[src/rtl/hack_pkg.sv]
// Shared definitions for Hack-word datapath blocks: word width and a
// select-width helper that stays at least one bit wide for tiny channel counts.
package hack_pkg;

  localparam int HACK_WORD_W = 16;

  // Width of an index able to name n items; never returns zero.
  function automatic int selw_f(input int n);
    return (n <= 2) ? 1 : $clog2(n);
  endfunction

endpackage

[src/rtl/stream_mux_rr_arbiter.sv]
// Round-robin arbiter used by stream_mux when STREAM_MUX_RR_EN is defined.
// Searches from ptr+1 upward with wrap-around; the pointer moves to the
// granted index only when advance is strobed.
module rr_arbiter
  import hack_pkg::*;
#(
  parameter int NCH  = 4,
  parameter int SELW = selw_f(NCH)
) (
  input  logic            clk,
  input  logic            reset,
  input  logic [NCH-1:0]  req,
  input  logic            advance,
  output logic [NCH-1:0]  grant,
  output logic [SELW-1:0] grant_idx,
  output logic            any
);

  logic [SELW-1:0] ptr_q;
  logic [SELW-1:0] ptr_d;

  // Pick the first requester after the pointer, wrapping around.
  always_comb begin
    grant     = '0;
    grant_idx = '0;
    any       = 1'b0;
    for (int k = 1; k <= NCH; k++) begin
      int j;
      j = int'(ptr_q) + k;
      if (j >= NCH) j = j - NCH;
      if (!any && req[j]) begin
        any       = 1'b1;
        grant[j]  = 1'b1;
        grant_idx = SELW'(j);
      end
    end
  end

  // Pointer follows the winner only on an accepted transfer.
  always_comb begin
    ptr_d = ptr_q;
    if (advance && any) ptr_d = grant_idx;
  end

  // Reset pointer to the last channel so channel 0 wins first.
  always_ff @(posedge clk or posedge reset) begin
    if (reset) ptr_q <= SELW'(NCH - 1);
    else       ptr_q <= ptr_d;
  end

endmodule

[src/rtl/stream_mux.sv]
// Registered NCH-channel stream multiplexer with valid/ready handshakes.
// Selects one channel per transfer via sel, or round-robin when the build
// defines STREAM_MUX_RR_EN and rr_mode is high. One-entry output register.
module stream_mux
  import hack_pkg::*;
#(
  parameter int WIDTH = HACK_WORD_W,
  parameter int NCH   = 4,
  parameter int SELW  = selw_f(NCH)
) (
  input  logic                 clk,
  input  logic                 reset,
  input  logic [SELW-1:0]      sel,
  input  logic                 rr_mode,
  input  logic [NCH*WIDTH-1:0] in_data,
  input  logic [NCH-1:0]       in_valid,
  output logic [NCH-1:0]       in_ready,
  output logic [WIDTH-1:0]     out_data,
  output logic [SELW-1:0]      out_ch,
  output logic                 out_valid,
  input  logic                 out_ready
);

  localparam logic [0:0] ST_EMPTY = 1'b0;
  localparam logic [0:0] ST_FULL  = 1'b1;

  logic [0:0]       state_q, state_d;
  logic [WIDTH-1:0] data_q, data_d;
  logic [SELW-1:0]  ch_q, ch_d;

  logic [NCH-1:0]   sel_hit;
  logic [NCH-1:0]   win_oh;
  logic             can_load;
  logic             xfer;
  logic             rr_active;
  logic [WIDTH-1:0] load_data;
  logic [SELW-1:0]  load_ch;

  // Decode sel into a one-hot; an out-of-range sel yields no winner.
  genvar gi;
  generate
    for (gi = 0; gi < NCH; gi++) begin : g_sel_dec
      assign sel_hit[gi] = (sel == SELW'(gi));
    end
  endgenerate

`ifdef STREAM_MUX_RR_EN
  logic [NCH-1:0]  rr_grant;
  logic [SELW-1:0] rr_idx;
  logic            rr_any;

  assign rr_active = rr_mode;

  rr_arbiter #(.NCH(NCH), .SELW(SELW)) u_rr (
    .clk       (clk),
    .reset     (reset),
    .req       (in_valid),
    .advance   (xfer && rr_active),
    .grant     (rr_grant),
    .grant_idx (rr_idx),
    .any       (rr_any)
  );

  // rr_idx/rr_any are implied by the one-hot grant; kept for other users.
  logic unused_rr;
  assign unused_rr = ^{rr_idx, rr_any};
  assign win_oh    = rr_active ? rr_grant : sel_hit;
`else
  // rr_mode is kept only for interface stability in sel-only builds.
  logic unused_rr_mode;
  assign unused_rr_mode = rr_mode;
  assign rr_active      = 1'b0;
  assign win_oh         = sel_hit;
`endif

  assign can_load = (state_q == ST_EMPTY) || out_ready;
  assign in_ready = {NCH{can_load}} & win_oh;
  assign xfer     = |(in_valid & in_ready);

  // Steer the winning channel's word and index toward the output register.
  always_comb begin
    load_data = '0;
    load_ch   = '0;
    for (int i = 0; i < NCH; i++) begin
      if (win_oh[i]) begin
        load_data = in_data[i*WIDTH +: WIDTH];
        load_ch   = SELW'(i);
      end
    end
  end

  // Output stage: load on transfer (also while draining), empty on drain alone.
  always_comb begin
    state_d = state_q;
    data_d  = data_q;
    ch_d    = ch_q;
    if (xfer) begin
      state_d = ST_FULL;
      data_d  = load_data;
      ch_d    = load_ch;
    end else if ((state_q == ST_FULL) && out_ready) begin
      state_d = ST_EMPTY;
    end
  end

  // Output register; reset discards any buffered word.
  always_ff @(posedge clk or posedge reset) begin
    if (reset) begin
      state_q <= ST_EMPTY;
      data_q  <= '0;
      ch_q    <= '0;
    end else begin
      state_q <= state_d;
      data_q  <= data_d;
      ch_q    <= ch_d;
    end
  end

  assign out_valid = (state_q == ST_FULL);
  assign out_data  = data_q;
  assign out_ch    = ch_q;

endmodule
[config.mk]
export PLATFORM = sky130hd
export DESIGN_NAME = stream_mux
export DESIGN_NICKNAME = d
export VERILOG_FILES = /design/src/rtl/hack_pkg.sv /design/src/rtl/stream_mux_rr_arbiter.sv /design/src/rtl/stream_mux.sv
export SDC_FILE = /design/constraint.sdc
export NUM_CORES = 1
export LEC_CHECK = 0
export CAP_MARGIN = 20
export CORE_UTILIZATION = 36
export DETAILED_ROUTE_END_ITERATION = 16
export PLACE_DENSITY = 0.9
export RECOVER_POWER = 100
export SLEW_MARGIN = 10
export SYNTH_ARGS = -nofsm -noshare
export SYNTH_HDL_FRONTEND = slang
export SYNTH_SLANG_ARGS = --single-unit
[constraint.sdc]
create_clock -name clk -period 4.7 [get_ports clk]
set_clock_uncertainty 0.2 [all_clocks]
set_input_delay 0.47 -clock clk [delete_from_list [all_inputs] [get_ports clk]]
set_output_delay 0.47 -clock clk [all_outputs]
set_load 0.02 [all_outputs]
# [After elaboration in Yosys (flattened, before gate mapping)]
# Index checks and enable logic that the tools add are counted.
[totals] output_inout_bits=23 regBits=19 rom_bits=0 elab_cells=23 latchBits=0 ram_bits=0 mem_count=0 in_bits=74
[classes] n_reduce_logical=5 n_div=0 eq_ne=3 order_cmp=0 bitwise_logic=3 multipliers=0 mux=9 add_sub_neg=0 shift=0
[ops] op="2-to-1 mux 16 bit" n=4
[ops] op="AND 4 bit" n=2
[ops] op="== test 2 bit (second input constant)" n=2
[ops] op="2-to-1 mux 2 bit" n=2
[ops] op="OR reduction 4 bit" n=1
[ops] op="2-to-1 mux 1 bit" n=3
[ops] op="== test 2 x 1 -> 1 bit (second input constant)" n=1
[ops] op="zero test 2 bit" n=1
[ops] op="nonzero test 2 bit" n=1
[ops] op="logical AND 1 bit" n=1
[ops] op="logical OR 1 bit" n=1
[ops] op="NOT 1 bit" n=1

# [Depth between registers and ports, before layout]
[logic_depth] depth_word=6 ltp_mapped=6 mapped_depth_nobuf=4

# [Worst setup path before layout]
# No wires, ideal clock.
[synth_path] path_kind="input to output" from="input sel[0]" to="output in_ready[1]" setup_slack_ps=2684 t_arrival_ps=1346 required_time_ps=4030 n_path_buf=2 cell_stages=3 path_cell_list="buf_6 > buf_2 > nor3b_1"
[synth_via] elab_chain_cells=2
[synth_lines] element="from (decl)" line_no="stream_mux.sv:13" source="input logic [SELW-1:0] sel,"
[synth_lines] element="== test 2 x 1 -> 1 bit" line_no="stream_mux.sv:43" source="assign sel_hit[gi] = (sel == SELW'(gi));"
[synth_lines] element="AND 4 bit" line_no="stream_mux.sv:77" source="assign in_ready = {NCH{can_load}} & win_oh;"
[synth_lines] element="to (decl)" line_no="stream_mux.sv:17" source="output logic [NCH-1:0] in_ready,"
# Every way passes these cells.

# [Worst setup path in the final report]
# Same ends and word-level chain as after synthesis.

==> impl_metrics.toml <==
[worst_setup_path]
crit_top_cell = "dlygate4sd3_1"
cpMaxStageDelayCell = "dlygate4sd3_1"
crit_fanout = 12
critPathLaunchType = "input pin"
path_cells = "dlygate4sd3_1, nor3b_1, dlygate4sd3_1"
crit_arrival_ns = 2.38
cpLargestDelayFamily = "buffers and inverters"
worstSetupEndpointType = "output port"
cp.required_ns = 4.03
path_class = "input pin to output port"
max_stage_delay_ns = 0.94
path_buf_inv = 2

[placed_design]
place_inst = 208
io_buffer_count = 95
preCtsSetupSlack_ns = 1.43
routabilityCongestion = 0.784
place_hpwl_um = 2670
dpl_cell_area_sq_um = 2190

[clocking]
cts-root-buf = "clkbuf_4"
clock_latency_ns = 0.30
cts_tree = "done"
clock_path_buffers = 2
cts_setup_buffers = 0
cts.sinks = 19
htreeDepth = 1
cts.repair.resized = 0
clk_pin_slew_ns = 0.10
cts_buffers = 3
hold_buffers = 0

[power_and_ir_drop]
combinationalPowerShare = 0.482
p_sw_uw = 195
vdd_drop_max_mv = 0.157
pwr-share-clk = 0.141
p_int_uw = 406
p_leak_nw = 0.864
seq_power_share = 0.376
swShare = 0.324
finalPower_uw = 600
power_density_nw_per_um2 = 271

[global_routing]
grt_pass1_wl_um = 4700
grt_pass1_vias = 1081
antenna_found_initial = 0
grt_max_degree = 24
grt_use_total = 0.177
gr-total-overflow = 0

[detailed_routing]
drt_wl_total_um = 3360
vias = 1037
dr.pass1.iters = 2
drt.antenna.violating_nets = 0
via_per_inst = 4.87
drt-initial-drc-count = 13
drc = 0
wl_per_cell_um = 15.8

[synthesis]
synth_area_per_cell_sq_um = 16.6
yosysTopAreaCellShare = 0.388
synth_fp_nets = 148
synth.top_cells.by_area = "dfrtp_1 (39%), mux4_2 (29%), mux2_4 (12%), mux2_2 (7.3%), a31oi_4 (1.7%)"
syn_area_sq_um = 1230
yosys_warnings = 0
ys_seq_elements = 19
synth_cell_types = 21
yosysTopAreaCell = "dfrtp_1"
synth_cells = 74
ys_seq_area_frac = 0.388

[floorplanning]
io_pins = 97
design.core.area_sq_um = 3150
fp.dieW_um = 60.4
die_area_sq_um = 3640
rows = 20
initial_core_util = 0.389
die_y_um = 60.4

[timing]
tightestPinTransition_ns = 0.702
fin_tns_setup_ns = 0
hold_viol = 0
slew_violations = 0
finalSetupViolCount = 0
relSlewSlack = 0.532
rsz0062_at_grt = "false"
fin_crit_ns = 3.05
fmax_mhz = 328
fin_ws_ns = 1.65
fin_crit_sh = 0.649
holdWs_ns = 0.299

[final_layout]
drive_gt1_frac = 0.195
final_nets = 244
final_cell_mix = "clkdlybuf4s50_1 (70), dlygate4sd3_1 (25), dfrtp_1 (19), mux4_2 (16), mux2_1 (9)"
multi_input_area_sq_um = 661
synthToLayoutAreaGrowth_pct = 80.6
seqCellArea_sq_um = 475
post-route-util = 0.702
antenna_cells = 0
layout_commonest_cell = "clkdlybuf4s50_1"
fillCellCount = 252
fin_area_sq_um = 2210
fin_cells = 213

[run]
maxCapViolCount = 0

[outcome]
status = "completed"

[min_path]
min_path_type = "flop to flop"
## registers in the layout, summed over array words and instances, names as in the netlist
signal and count:
out_ch 2, out_data 16, out_valid 1
## cells in the mapped netlist
master,instances
a31oi_4,1
and3_1,1
buf_12,1
buf_2,2
buf_6,1
clkbuf_1,2
dfrtp_1,19
inv_1,2
mux2_2,8
mux2_4,10
mux2i_1,1
mux4_2,16
nand2_1,2
nand2b_1,1
nand3_1,1
nor2_1,1
nor2b_1,1
nor3_1,1
nor3_2,1
nor3b_1,1
o21ai_0,1
## path summary, 6_finish.rpt
path                                               start                       end  slack (ns)  cells past startpoint
worst min-delay path            out_data[10]$_DFFE_PP0P_  out_data[10]$_DFFE_PP0P_        0.30                      1
worst max-delay path                              sel[0]               in_ready[1]        1.65                      3
min in group asynchronous                          reset     out_valid$_DFFE_PP0P_        0.51                      2
worst min register to register  out_data[10]$_DFFE_PP0P_  out_data[10]$_DFFE_PP0P_        0.30                      1
max in group asynchronous                          reset   out_data[9]$_DFFE_PP0P_        3.34                      2
worst max register to register     out_valid$_DFFE_PP0P_  out_data[12]$_DFFE_PP0P_        2.69                      4
## cell type report
| type | instances | area share |
|---|---|---|
| clock buffers | 3 | 0.0102 |
| inverters | 2 | 0.00339 |
| repair buffers | 97 | 0.445 |
| multi-input cells | 47 | 0.298 |
| flip-flops and latches | 19 | 0.215 |
| clock inverters | 1 | 0.00339 |
| well taps | 44 | 0.0249 |
## cells by family (layout without fill, tap and decap cells)
group,count (synthesis),count (layout),share of synthesized area
DFF,19,19,0.388
buffers and inverters,8,103,0.0459
muxes,35,35,0.498
AOI/OAI and AO/OA,2,2,0.0214
and+or+nand+nor,10,10,0.0469
## power by group through the flow
stage	combinational, mW	sequential [mW]	clock, mW
floorplan	0.110	0.283	0
global placement	0.320	0.229	0
detailed placement	0.325	0.231	0
CTS	0.326	0.229	0.0889
global route	0.307	0.231	0.0950
finish	0.290	0.226	0.0848
## routing by layer
metal  track usage  vias up  part of all wire
met3        0.0661        4              0.11
li1              -      482                 -
met1         0.189      488              0.35
met5             0        -                 0
met4        0.0365        0             0.012
met2         0.330       63              0.53
(Power assumes the default switching activity.)
